**src/rtl/spi_bridge_pkg.sv**
```systemverilog
// Shared definitions for the SPI register-bank bridge.
//   - SPI command byte values
//   - top-level FSM state encoding (the stream fetcher decodes the STREAM_* states)
//   - status-byte bit positions and its builder
//   - register pointer increment with wrap
package spi_bridge_pkg;

  localparam logic [7:0] CMD_WR     = 8'h02;
  localparam logic [7:0] CMD_RD     = 8'h03;
  localparam logic [7:0] CMD_STAT   = 8'h0F;
  localparam logic [7:0] CMD_STREAM = 8'hCC;

  typedef enum logic [2:0] {
    IDLE,
    WADDR,
    WDATA,
    RADDR,
    RDATA,
    STREAM_P0,
    STREAM_WAIT,
    STREAM_P2
  } state_e;

  localparam int STAT_EMPTY_BIT    = 0;
  localparam int STAT_UNDERRUN_BIT = 1;

  function automatic logic [7:0] status_byte(input logic underrun, input logic fifo_empty);
    logic [7:0] s;
    s = 8'h00;
    s[STAT_UNDERRUN_BIT] = underrun;
    s[STAT_EMPTY_BIT]    = fifo_empty;
    return s;
  endfunction

  // The pointer wraps after the last register, and also after 8'hFF so that a burst
  // started out of range eventually comes back into the register file.
  function automatic logic [7:0] ptr_next(input logic [7:0] ptr, input int nreg);
    if ((ptr == 8'(nreg - 1)) || (ptr == 8'hFF)) begin
      return 8'h00;
    end
    return ptr + 8'h01;
  endfunction

endpackage

```
**src/rtl/spi_stream_fetch.sv**
```systemverilog
// Stream prefetch engine for the SPI register-bank bridge.
// Issues one FIFO pop per streamed byte, times the FIFO read latency with a
// down-counter, and keeps the sticky underrun flag.
// Ports:
//   clk, rst      system clock, async active-high reset
//   state         current bridge FSM state
//   ssel_n        chip select, active-low; high suppresses pops and underrun setting
//   fifo_dat      FIFO read data, valid FIFO_LAT cycles after fifo_rd
//   fifo_empty    FIFO empty flag
//   stat_clr      status read in progress: clear underrun (a coincident set wins)
//   fifo_rd       pop request, one cycle per STREAM_P0 visit with data available
//   lat_done      FIFO data valid this cycle (terminal count in STREAM_WAIT)
//   ld_vld        load ld_byte into tx_byte this cycle
//   ld_byte       FIFO data, or FILL_BYTE on underrun
//   underrun      sticky underrun flag
module spi_stream_fetch
  import spi_bridge_pkg::*;
#(
  parameter int         FIFO_LAT  = 1,
  parameter logic [7:0] FILL_BYTE = 8'hFF
) (
  input  logic       clk,
  input  logic       rst,
  input  state_e     state,
  input  logic       ssel_n,
  input  logic [7:0] fifo_dat,
  input  logic       fifo_empty,
  input  logic       stat_clr,
  output logic       fifo_rd,
  output logic       lat_done,
  output logic       ld_vld,
  output logic [7:0] ld_byte,
  output logic       underrun
);

  // Counter starts at FIFO_LAT-1 on the pop so that terminal count lands on the
  // cycle fifo_dat becomes valid.
  localparam logic [1:0] LAT_LOAD = 2'(FIFO_LAT - 1);

  logic [1:0] lat_cnt_q, lat_cnt_d;
  logic       underrun_q, underrun_d;
  logic       pop_ok;
  logic       empty_hit;

  always_ff @(posedge clk or posedge rst) begin
    if (rst) begin
      lat_cnt_q  <= 2'd0;
      underrun_q <= 1'b0;
    end else begin
      lat_cnt_q  <= lat_cnt_d;
      underrun_q <= underrun_d;
    end
  end

  always_comb begin
    pop_ok    = (state == STREAM_P0) && !ssel_n && !fifo_empty;
    empty_hit = (state == STREAM_P0) && !ssel_n && fifo_empty;
    lat_done  = (state == STREAM_WAIT) && (lat_cnt_q == 2'd0);

    lat_cnt_d = lat_cnt_q;
    if (pop_ok) begin
      lat_cnt_d = LAT_LOAD;
    end else if ((state == STREAM_WAIT) && (lat_cnt_q != 2'd0)) begin
      lat_cnt_d = lat_cnt_q - 2'd1;
    end

    underrun_d = underrun_q;
    if (stat_clr) begin
      underrun_d = 1'b0;
    end
    if (empty_hit) begin
      underrun_d = 1'b1;
    end
  end

  // A pop in flight when ssel_n rises reaches terminal count with ld_vld held low,
  // so its data is dropped.
  assign fifo_rd  = pop_ok;
  assign ld_vld   = empty_hit || (lat_done && !ssel_n);
  assign ld_byte  = lat_done ? fifo_dat : FILL_BYTE;
  assign underrun = underrun_q;

endmodule

```
**src/rtl/spi_regbank_bridge.sv**
```systemverilog
// SPI command decoder bridging a byte-level SPI slave to an NREG-byte register
// bank and the SDIO data FIFO. Supports burst write, burst read with pointer
// auto-increment, status read, and FIFO stream read until chip select rises.
// Build option: define SPI_REGBANK_WRLOCK_EN to make reg[0] bit 7 a write lock
// for reg[1..NREG-1].
// Ports:
//   clk, rst            system clock, async active-high reset
//   rx_vld, rx_byte     received MOSI byte strobe and data
//   tx_done             previous tx_byte fully shifted out
//   ssel_n              synchronised chip select, active-low
//   tx_byte             next byte for the slave to shift
//   reg_q               flat register image, reg k at [8k+7:8k]
//   reg_wr              per-register write strobe, coincident with reg_q update
//   fifo_rd, fifo_dat, fifo_empty   SDIO FIFO pop interface
//   underrun            sticky stream underrun flag
//   busy                FSM not in IDLE
//
// state       | meaning
// ------------+-----------------------------------------------------
// IDLE        | waiting for a command byte
// WADDR       | next rx byte is the write start address
// WDATA       | each rx byte is written at ptr, ptr increments
// RADDR       | next rx byte is the read start address
// RDATA       | each tx_done loads reg[ptr] into tx_byte, ptr increments
// STREAM_P0   | pop the FIFO, or load FILL_BYTE and flag underrun
// STREAM_WAIT | counting down the FIFO read latency
// STREAM_P2   | byte loaded, waiting for tx_done
module spi_regbank_bridge
  import spi_bridge_pkg::*;
#(
  parameter int                NREG      = 8,
  parameter int                FIFO_LAT  = 1,
  parameter logic [7:0]        FILL_BYTE = 8'hFF,
  parameter logic [NREG*8-1:0] RST_VAL   = {NREG{8'h00}}
) (
  input  logic              clk,
  input  logic              rst,
  input  logic              rx_vld,
  input  logic [7:0]        rx_byte,
  input  logic              tx_done,
  input  logic              ssel_n,
  output logic [7:0]        tx_byte,
  output logic [NREG*8-1:0] reg_q,
  output logic [NREG-1:0]   reg_wr,
  output logic              fifo_rd,
  input  logic [7:0]        fifo_dat,
  input  logic              fifo_empty,
  output logic              underrun,
  output logic              busy
);

  state_e            state_q, state_d;
  logic [7:0]        ptr_q, ptr_d;
  logic [7:0]        tx_byte_q, tx_byte_d;
  logic [7:0]        regs_q [NREG];
  logic [7:0]        regs_d [NREG];
  logic [NREG-1:0]   reg_wr_q, reg_wr_d;

  logic              stat_clr;
  logic              lat_done;
  logic              ld_vld;
  logic [7:0]        ld_byte;
  logic [7:0]        rd_at_rx;
  logic [7:0]        rd_at_ptr;
  logic              wr_block;

  spi_stream_fetch #(
    .FIFO_LAT  (FIFO_LAT),
    .FILL_BYTE (FILL_BYTE)
  ) u_fetch (
    .clk        (clk),
    .rst        (rst),
    .state      (state_q),
    .ssel_n     (ssel_n),
    .fifo_dat   (fifo_dat),
    .fifo_empty (fifo_empty),
    .stat_clr   (stat_clr),
    .fifo_rd    (fifo_rd),
    .lat_done   (lat_done),
    .ld_vld     (ld_vld),
    .ld_byte    (ld_byte),
    .underrun   (underrun)
  );

`ifdef SPI_REGBANK_WRLOCK_EN
  assign wr_block = regs_q[0][7] && (ptr_q != 8'h00);
`else
  assign wr_block = 1'b0;
`endif

  always_ff @(posedge clk or posedge rst) begin
    if (rst) begin
      state_q   <= IDLE;
      ptr_q     <= 8'h00;
      tx_byte_q <= 8'h00;
      reg_wr_q  <= '0;
      for (int k = 0; k < NREG; k++) begin
        regs_q[k] <= RST_VAL[8*k +: 8];
      end
    end else begin
      state_q   <= state_d;
      ptr_q     <= ptr_d;
      tx_byte_q <= tx_byte_d;
      reg_wr_q  <= reg_wr_d;
      regs_q    <= regs_d;
    end
  end

  // Read ports; addresses that match no register read as 8'h00.
  always_comb begin
    rd_at_rx  = 8'h00;
    rd_at_ptr = 8'h00;
    for (int k = 0; k < NREG; k++) begin
      if (rx_byte == 8'(k)) begin
        rd_at_rx = regs_q[k];
      end
      if (ptr_q == 8'(k)) begin
        rd_at_ptr = regs_q[k];
      end
    end
  end

  always_comb begin
    state_d = state_q;
    if (ssel_n) begin
      state_d = IDLE;
    end else begin
      case (state_q)
        IDLE: begin
          if (rx_vld) begin
            case (rx_byte)
              CMD_WR:     state_d = WADDR;
              CMD_RD:     state_d = RADDR;
              CMD_STREAM: state_d = STREAM_P0;
              default:    state_d = IDLE;
            endcase
          end
        end
        WADDR:       if (rx_vld) state_d = WDATA;
        WDATA:       state_d = WDATA;
        RADDR:       if (rx_vld) state_d = RDATA;
        RDATA:       state_d = RDATA;
        STREAM_P0:   state_d = fifo_empty ? STREAM_P2 : STREAM_WAIT;
        STREAM_WAIT: if (lat_done) state_d = STREAM_P2;
        STREAM_P2:   if (tx_done) state_d = STREAM_P0;
        default:     state_d = IDLE;
      endcase
    end
  end

  always_comb begin
    ptr_d     = ptr_q;
    tx_byte_d = tx_byte_q;
    regs_d    = regs_q;
    reg_wr_d  = '0;
    stat_clr  = 1'b0;

    if (!ssel_n) begin
      case (state_q)
        IDLE: begin
          if (rx_vld) begin
            case (rx_byte)
              CMD_WR, CMD_RD, CMD_STREAM: ;
              CMD_STAT: begin
                tx_byte_d = status_byte(underrun, fifo_empty);
                stat_clr  = 1'b1;
              end
              default: tx_byte_d = FILL_BYTE;
            endcase
          end
        end
        WADDR: begin
          if (rx_vld) begin
            ptr_d = rx_byte;
          end
        end
        WDATA: begin
          if (rx_vld) begin
            // Out-of-range pointers match no k, so the write simply drops.
            for (int k = 0; k < NREG; k++) begin
              if ((ptr_q == 8'(k)) && !wr_block) begin
                regs_d[k]   = rx_byte;
                reg_wr_d[k] = 1'b1;
              end
            end
            ptr_d = ptr_next(ptr_q, NREG);
          end
        end
        RADDR: begin
          if (rx_vld) begin
            tx_byte_d = rd_at_rx;
            ptr_d     = ptr_next(rx_byte, NREG);
          end
        end
        RDATA: begin
          if (tx_done) begin
            tx_byte_d = rd_at_ptr;
            ptr_d     = ptr_next(ptr_q, NREG);
          end
        end
        default: begin
          if (ld_vld) begin
            tx_byte_d = ld_byte;
          end
        end
      endcase
    end
  end

  for (genvar g = 0; g < NREG; g++) begin : g_flat
    assign reg_q[8*g +: 8] = regs_q[g];
  end

  assign tx_byte = tx_byte_q;
  assign reg_wr  = reg_wr_q;
  assign busy    = (state_q != IDLE);

endmodule
```
**config.mk**
```make
export PLATFORM = sky130hd
export DESIGN_NAME = spi_regbank_bridge
export DESIGN_NICKNAME = d
export VERILOG_FILES = /design/src/rtl/spi_bridge_pkg.sv /design/src/rtl/spi_stream_fetch.sv /design/src/rtl/spi_regbank_bridge.sv
export SDC_FILE = /design/constraint.sdc
export NUM_CORES = 1
export LEC_CHECK = 0
export BUFFER_PORTS_ARGS = -buffer_cell sky130_fd_sc_hd__buf_4
export CAP_MARGIN = 10
export CORE_MARGIN = 3
export CORE_UTILIZATION = 55
export DETAILED_ROUTE_END_ITERATION = 12
export PLACE_DENSITY_LB_ADDON = 0.12
export SYNTH_ARGS = -nofsm -noshare
export SYNTH_HDL_FRONTEND = slang
export SYNTH_SLANG_ARGS = --single-unit
```
**constraint.sdc**
```tcl
create_clock -name clk -period 4.4 [get_ports clk]
set_input_delay 0.88 -clock clk [delete_from_list [all_inputs] [get_ports clk]]
set_output_delay 0.88 -clock clk [all_outputs]
set_load 0.02 [all_outputs]
```
==> run metrics, run 1 <==
H-Tree Depth 3; clk_lat worst skew 0.39 ns; clock skew between 0.008 and 0.009 ns; Setup TNS Final 0 ns; crit path capture type register; crit share post-route roughly 75%; Hold Path Class register to register; leak pwr around 3.1 nW; Critical Path, Cell by Cell buf_4 -> clkinv_1 -> ha_1 -> nor2_1 -> nor4_1 -> o21ai_0 -> nand2b_1 -> nor3_1 -> a221oi_1; CP arrival approximately 3.6 ns; CTS buffer count 9; Crit-path slowest cell ha_1; clock share of power between 30% and 40%; worst vdd ir around 0.21 mV; number of remaining DRC errors 0; 1st-iter DRT viols approximately 800; crit path max fanout 21; critical path required time 4.67 ns; M1 WL 8570 µm; RSZ-0062 raised after global routing false; Final Setup Violations 0; CP bufs+invs 2; die area approximately 0.012 mm²; first-pass GRT wire length approximately 32000 µm; dpl hpwl between 15000 and 20000 µm; Yosys reg bits 94; Internal Power around 1.2 mW; commonest cells after routing, fill and taps aside 112 x buf_4, 94 x dfrtp_1, 77 x nand2_1, 57 x o21ai_0, 49 x a21oi_1; Post-Place Cells 876; Syn Area/Cell 8.66 µm²; grt ovf 0; via count of the first global-routing pass between 5000 and 6000; initial antenna violation count 0; Rel. slew slack 23.0%; critical setup path kind primary input to register; cts repair resizes 0; register area share after synthesis approximately 40%; Least-Margin Pin Slew 1.15 ns; Root Driver clkbuf_8; num rows 37; yosys warns 0; Mapped Cells ~690; ANT cells 0; predominant post-synthesis flop cell dfrtp_1; Final Max Tran Viols 0; largest net degree at the start of global routing between 60 and 70; core outline area ~0.010 mm²; combinational share of power 12.2%; ANT nets after route 0; Clock transition at path regs about 0.090 ns; maximum clock frequency between 0.3 and 0.4 GHz; status complete, no violations; post-synth net total just over 700; hold_buf cts 0; EDFF count, synth 0; family with the most delay on the worst path simple AND/OR/NAND/NOR gates; die height roughly 110 µm; # nets final slightly below 800; Tot GR Track Use a little over a third; fin area between 0.006 and 0.007 mm²; most common cell after layout, fill and taps aside buf_4; Area after DPL approximately 0.0067 mm²; Final min period around 3.3 ns; startpoint types primary input; Post-synth ARST share 100%; Switch Pwr a little under 500 µW; routability congestion estimate about 1.0; drt pass-1 iters 5; vias per inst 6.69; Bufs on Longest Clock Path 2; Post-Layout Cell Count 892; die width around 110 µm; routed wire length 20800 µm; Setup Buffers After CTS 0; fillcell total 862; IO Count 105; Hold Fails Final Rpt 0; Sw Share slightly below 30%; post-synth design cell area a little under 0.006 mm²; IO buf count 104; Max stage delay on crit path slightly above 0.7 ns; via count approximately 6000; initial core utilization approximately 57%; Area growth, synth to finish 16.4%; DR top layer met4; maxcap violations 0; cell area power density about 250 mW/mm²; DR WL met3 ~1900 µm; met2 wire len between 9000 and 10000 µm; Finished Core Util 66.3%; WL/cell around 23 µm; share of cells above drive strength 1 23.5%; CTS tree yes; synth unique cells 70; Flop pwr share a little over half; Pwr Total ~1.7 mW; Sink Count 94
-- area by class of cell --
cell class,count,area [µm²],share of cell area (%)
Tap cell,136,170,2.46
Clock buffer,10,128,1.85
Inverter,34,130,1.88
Sequential cell,94,2350,34.1
Multi-Input combinational cell,500,3220,46.6
Clock inverter,6,68.8,0.996
Timing Repair Buffer,112,841,12.2
-- metal layers --
metal / vias to the layer above / GRT usage (%)
met3: 62 / 6.28
met5: - / 0
met1: 2894 / 47.7
li1: 2652 / -
met2: 358 / 54.0
met4: 0 / 16.6
-- registers in the layout (all words and copies together) (netlist names) --
name	cells
reg_q	64
ptr_q	8
reg_wr	8
tx_byte	8
state_q	3
u_fetch.lat_cnt_q	2
u_fetch.underrun	1
-- power groups by stage --
stage / logic [mW] / clock network, mW / registers (mW)
final: 0.207 / 0.600 / 0.888
after floorplan: 0.130 / 0 / 0.898
after global routing: 0.223 / 0.630 / 0.889
after CTS: 0.202 / 0.602 / 0.887
after global placement: 0.197 / 0 / 0.904
after detailed placement: 0.201 / 0 / 0.904
-- path summary, 6_finish.rpt --
| path | from | to | slack [ns] | depth (start not counted) |
|---|---|---|---|---|
| worst max-delay path | rx_byte[0] | tx_byte[2]$_DFFE_PP0P_ | 1.12 | 9 |
| worst min-delay path | u_fetch.underrun$_DFFE_PP0P_ | u_fetch.underrun$_DFFE_PP0P_ | 0.54 | 1 |
| worst max register to register | ptr_q[0]$_DFFE_PP0P_ | tx_byte[2]$_DFFE_PP0P_ | 1.53 | 8 |
| worst min register to register | u_fetch.underrun$_DFFE_PP0P_ | u_fetch.underrun$_DFFE_PP0P_ | 0.54 | 1 |
| max in group asynchronous | rst | reg_q[13]$_DFFE_PP0P_ | 2.87 | 3 |
| min in group asynchronous | rst | ptr_q[7]$_DFFE_PP0P_ | 0.65 | 2 |
-- metrics by stage --
stage / hold slack (ns) / worst slack [ns]
2_1_floorplan: 0.520 / 1.07
3_3_place_gp: 0.516 / 1.03
3_5_place_dp: 0.525 / 0.814
4_1_cts: 0.545 / 1.22
5_1_grt: 0.566 / 0.960
6_report: 0.537 / 1.12
-- cells by family (layout without fill, tap and decap cells) --
family,Yosys count,after routing,synth area share [%]
AO/OA/AOI/OAI,230,230,26.1
XOR/XNOR,3,3,0.443
adder cells (fa/ha/maj),9,9,1.90
buffers and inverters,91,162,6.22
flip-flops,94,94,39.6
multiplexers,41,41,7.72
AND/OR/NAND/NOR,217,217,17.9
-- worst reg2reg max path, cell delays in order (launching register included) --
cell,delay [ns]
dfrtp_1,0.45
inv_1,0.13
ha_1,0.16
buf_4,0.21
nor2b_1,0.65
a221oi_1,0.17
o31ai_1,0.45
o211ai_1,0.20
a221oi_1,0.34
-- Yosys cell counts, drive strengths merged (14+ instances only) --
cell type / instances / area share (%)
a21oi: 49 / 4.1
a221oi: 17 / 2.5
buf: 17 / 1.5
clkbuf: 40 / 2.6
dfrtp: 94 / 40
inv: 33 / 2.1
mux2: 38 / 7.2
nand2: 77 / 4.9
nand3: 21 / 1.8
nor2: 43 / 2.7
nor2b: 14 / 1.5
o21ai: 59 / 5.0
Note: power is estimated with default switching activity, not from simulation.
==> inputs of run 2 (changes only) <==
--- a/config.mk
+++ b/config.mk
@@ -8,7 +8,7 @@
 export BUFFER_PORTS_ARGS = -buffer_cell sky130_fd_sc_hd__buf_4
 export CAP_MARGIN = 10
 export CORE_MARGIN = 3
-export CORE_UTILIZATION = 55
+export CORE_UTILIZATION = 51
 export DETAILED_ROUTE_END_ITERATION = 12
 export PLACE_DENSITY_LB_ADDON = 0.12
 export SYNTH_ARGS = -nofsm -noshare
==> constraint.sdc (replaced) <==
create_clock -name clk -period 2.7 [get_ports clk]
set_input_delay 0.54 -clock clk [delete_from_list [all_inputs] [get_ports clk]]
set_output_delay 0.54 -clock clk [all_outputs]
set_load 0.02 [all_outputs]
==> run metrics, run 2 (synthesis gave the netlist of run 1 again) <==
status complete, no violations; Root Driver clkbuf_16; fin area 0.00737 mm² (+6.7%); Area after DPL 0.00707 mm² (+5.3%); die height 114 µm (+3.6%); via count 6103 (+2.3%); dpl hpwl 15700 µm (+4.8%); die width 114 µm (+3.6%); number of remaining DRC errors 0 (unchanged); CP bufs+invs 0 (-2); num rows 38 (+2.7%); Finished Core Util 66.3% (about the same); Post-Place Cells 923 (+5.4%); max FFs per register 64 (unchanged); WL/cell 22.5 µm (-3.3%); CP Launch Point state_q[0]$_DFFE_PP0P_; Setup Buffers After CTS 0 (unchanged); critical path required time 2.92 ns (-1.75 ns); grt ovf 0 (unchanged); first-pass GRT wire length 33600 µm (+5.2%); Bufs on Longest Clock Path 2 (unchanged); routability congestion estimate 0.993 (-5.0%); Sink Count 94 (unchanged); CP arrival 2.74 ns (-0.82 ns); Hold Slack 0.281 ns (-0.257 ns); Hold Fails Final Rpt 0 (unchanged); Crit-path slowest cell dfrtp_1; RSZ-0062 raised after global routing false; initial core utilization 53.3% (-3.6 points); Critical Path, Cell by Cell nor2_1 -> a311oi_1 -> o41ai_2 -> nor3_2 -> a21boi_0 -> a221oi_1; routed wire length 21200 µm (+1.8%); Hold Path Class primary input to asynchronous set/reset pin; ANT nets after route 0 (unchanged); H-Tree Depth 3 (unchanged); die area 0.0130 mm² (+7.4%); Post-Layout Cell Count 939 (+5.3%); Setup TNS Final 0 ns (unchanged); critical setup path kind register to register; startpoint types register; Pwr Total 3.14 mW (+85%); Final Max Tran Viols 0 (unchanged); most common cell after layout, fill and taps aside buf_4; ANT cells 0 (unchanged); commonest cells after routing, fill and taps aside 153 x buf_4, 94 x dfrtp_1, 77 x nand2_1, 57 x o21ai_0, 49 x a21oi_1; clock skew 0.00455 ns (-0.00423 ns); Area growth, synth to finish 24.3%; cell area power density 426 mW/mm² (+74%); maxcap violations 0 (unchanged); Clock transition at path regs 0.07 ns (-0.02 ns); CTS buffer count 9 (unchanged); vias per inst 6.50 (-2.8%); maximum clock frequency between 0.3 and 0.4 GHz; worst setup slack after layout 0.181 ns (-0.938 ns); Final min period 2.52 ns; Least-Margin Pin Slew 0.978 ns (-0.176 ns); DP Worst Slack -0.0351 ns (-0.849 ns); via count of the first global-routing pass 5930 (+4.3%); crit share post-route 93.3%; family with the most delay on the worst path compound AO/OA/AOI/OAI gates; cts repair resizes 0 (unchanged); initial antenna violation count 0 (unchanged); drt pass-1 iters 5 (unchanged); core outline area 0.0111 mm² (+6.8%); FF-to-FF Start state_q[0]$_DFFE_PP0P_; # nets final 825 (+5.5%); share of cells above drive strength 1 27.8% (+4.2 points); crit path capture type register; crit path max fanout 13 (-38%); Final Setup Violations 0 (unchanged); hold_buf cts 0 (unchanged); worst vdd ir 0.414 mV (+97%); Tot GR Track Use 33.4% (-1.6 points); 1st-iter DRT viols 795 (+1.4%); largest net degree at the start of global routing 95 (+38%); CTS tree yes; Rel. slew slack 34.0% (+11 points); IO buf count 104 (unchanged); leak pwr 3.37 nW (+8.6%); IO Count 105 (unchanged); clk_lat worst skew 0.36 ns (-0.03 ns); Max stage delay on crit path 0.61 ns (-0.10 ns)
run 2: cell types whose count changed in the layout (fill, tap and decap cells not counted), sizes merged:
cell,previous run,this run
clkinv,3,4
inv,35,33
buf,112,155
clkinvlp,1,2
run 2: worst paths after layout:
kind | cells after the start | slack, ns | end
hold reg to reg | 1 | 0.53 | tx_byte[0]$_DFFE_PP0P_
setup reg to reg | 6 | 0.18 | tx_byte[2]$_DFFE_PP0P_
max in group asynchronous | 3 | 1.94 | reg_q[27]$_DFFE_PP0P_
hold / removal | 3 | 0.28 | reg_wr[0]$_DFF_PP0_
setup / recovery | 6 | 0.18 | tx_byte[2]$_DFFE_PP0P_
min in group clk | 2 | 0.41 | state_q[0]$_DFFE_PP0P_
run 2: final cells by class:
class	count	area, µm²
Sequential cell	94	2350
Inverter	34	131
Clock inverter	6	68.8
Tap cell	140	175
Multi-Input combinational cell	500	3220
Timing Repair Buffer	155	1190
Fill cell	963	3750
Clock buffer	10	239
run 2: layer usage:
layer,global-route usage [%],vias up,routed length [µm]
met3,7.59,44,1640
li1,-,2744,-
met5,0,-,0
met4,12.1,0,578
met2,52.4,321,10000
met1,45.6,2994,8940
run 2: worst register-to-register path, stage by stage (launching register included):
cell and delay, ns:
dfrtp_1 0.61, nor2_1 0.27, a311oi_1 0.38, o41ai_2 0.21, nor3_2 0.46, a21boi_0 0.34, a221oi_1 0.12
run 2: where the power goes:
part	internal [mW]	switching [mW]
clock	0.748	0.575
sequential	1.42	0.0213
combinational	0.131	0.247
==> inputs of run 3 (changes only) <==
--- a/config.mk
+++ b/config.mk
@@ -7,6 +7,7 @@
 export LEC_CHECK = 0
 export BUFFER_PORTS_ARGS = -buffer_cell sky130_fd_sc_hd__buf_4
 export CAP_MARGIN = 10
+export CORE_ASPECT_RATIO = 0.6
 export CORE_MARGIN = 3
 export CORE_UTILIZATION = 51
 export DETAILED_ROUTE_END_ITERATION = 12
==> run metrics, run 3 (synthesis gave the netlist of run 1 again) <==
dpl hpwl 16100 µm (+2.7%); Max stage delay on crit path 0.86 ns (+0.25 ns); # nets final 822 (-0.36%); Hold Fails Final Rpt 0 (unchanged); CTS tree yes; num rows 29 (-24%); via count of the first global-routing pass 5728 (-3.4%); status complete, no violations; Crit-path slowest cell o41ai_2; die width 145 µm (+28%); Setup Buffers After CTS 0 (unchanged); Post-Layout Cell Count 951 (+1.3%); number of remaining DRC errors 0 (unchanged); WL/cell 22.6 µm (+0.14%); hold_buf cts 0 (unchanged); family with the most delay on the worst path compound AO/OA/AOI/OAI gates; H-Tree Depth 3 (unchanged); worst vdd ir 0.320 mV (-23%); crit path max fanout 13 (unchanged); clock skew 0.00573 ns (+0.00118 ns); critical path required time 2.95 ns (+0.03 ns); commonest cells after routing, fill and taps aside 149 x buf_4, 94 x dfrtp_1, 77 x nand2_1, 57 x o21ai_0, 49 x a21oi_1; IO buf count 104 (unchanged); Final Max Tran Viols 0 (unchanged); crit share post-route 93.1% (-0.20 points); maximum clock frequency 0.398 GHz (+0.21%); most common cell after layout, fill and taps aside buf_4; die height 89.6 µm (-21%); critical setup path kind register to register; drt pass-1 iters 6 (+1); ANT cells 0 (unchanged); Critical Path, Cell by Cell nor2_1 -> o41ai_2 -> nor3_2 -> a21boi_0 -> a221oi_1; vias per inst 6.54 (+0.70%); IO Count 105 (unchanged); routed wire length 21500 µm (+1.4%); Finished Core Util 67.2% (+0.91 points); Final Setup Violations 0 (unchanged); crit path capture type register; ANT nets after route 0 (unchanged); Pwr Total 3.09 mW (-1.7%); Tot GR Track Use 33.3% (-0.083 points); Sink Count 94 (unchanged); via count 6224 (+2.0%); cell area power density 420 mW/mm² (-1.5%); 1st-iter DRT viols 877 (+10%); Root Driver clkbuf_16; startpoint types register; Hold Path Class primary input to asynchronous set/reset pin; Final min period 2.51 ns (-0.00529 ns); Clock transition at path regs 0.08 ns (about the same); maxcap violations 0 (unchanged); clk_lat worst skew 0.35 ns (about the same); CP arrival 2.76 ns (+0.02 ns); share of cells above drive strength 1 27.5% (-0.27 points); CP Launch Point state_q[0]$_DFFE_PP0P_; first-pass GRT wire length 33500 µm (-0.35%); RSZ-0062 raised after global routing false; Setup TNS Final 0 ns (unchanged); Post-Place Cells 935 (+1.3%); CP bufs+invs 0 (unchanged); routability congestion estimate 1.00 (+0.70%); Bufs on Longest Clock Path 2 (unchanged); cts repair resizes 0 (unchanged); initial antenna violation count 0 (unchanged); leak pwr 3.35 nW (-0.45%); Least-Margin Pin Slew 1.13 ns (+0.152 ns); grt ovf 0 (unchanged); FF-to-FF Start state_q[0]$_DFFE_PP0P_; CTS buffer count 9 (unchanged); core outline area 0.0110 mm² (-1.5%); Rel. slew slack 23.7% (-10 points); max FFs per register 64 (unchanged); largest net degree at the start of global routing 41 (-57%); initial core utilization 54.1% (+0.82 points); Area growth, synth to finish 24.1%; die area 0.0130 mm² (+0.33%)
## run 3: layout make-up
type,instances,area (µm²)
inverters,34,131
well taps,155,194
flip-flops and latches,94,2350
clock inverters,7,62.6
repair buffers,152,1180
fillers,941,3600
multi-input cells,500,3220
clock buffers,9,225
## run 3: power by group
group	switching [mW]	internal, mW	leakage [nW]
clock network	0.613	0.647	0.144
logic	0.255	0.133	1.98
registers	0.0219	1.42	1.23
## run 3: path summary, 6_finish.rpt
kind | end | slack (ns) | depth (start not counted)
hold reg to reg | reg_q[25]$_DFFE_PP0P_ | 0.53 | 2
setup reg to reg | tx_byte[2]$_DFFE_PP0P_ | 0.19 | 5
hold / removal | reg_q[26]$_DFFE_PP0P_ | 0.23 | 2
setup / recovery | tx_byte[2]$_DFFE_PP0P_ | 0.19 | 5
max in group asynchronous | ptr_q[1]$_DFFE_PP0P_ | 1.89 | 3
min in group clk | state_q[2]$_DFFE_PP0P_ | 0.42 | 2
## run 3: stage by stage
| stage | setup WS [ns] | hold WS [ns] | cell area (µm²) |
|---|---|---|---|
| 2_1_floorplan | 0.438 | 0.520 | 5940 |
| 3_3_place_gp | 0.142 | 0.504 | 7070 |
| 3_5_place_dp | 0.101 | 0.523 | 7070 |
| 4_1_cts | 0.288 | 0.246 | 7360 |
| 5_1_grt | 0.00898 | 0.265 | 7360 |
| 6_report | 0.186 | 0.234 | 7360 |
## run 3: layer usage
layer	wire length (µm)	up-vias	GRT usage, %
met2	8630	443	48.2
met3	2820	31	8.61
met4	255	0	6.80
met1	9760	3020	50.5
li1	-	2730	-
met5	0	-	0
## run 3: worst reg2reg max path: stages (launching register included)
cell and delay, ns:
dfrtp_1 0.60, nor2_1 0.28, o41ai_2 0.86, nor3_2 0.22
a21boi_0 0.20, a221oi_1 0.25
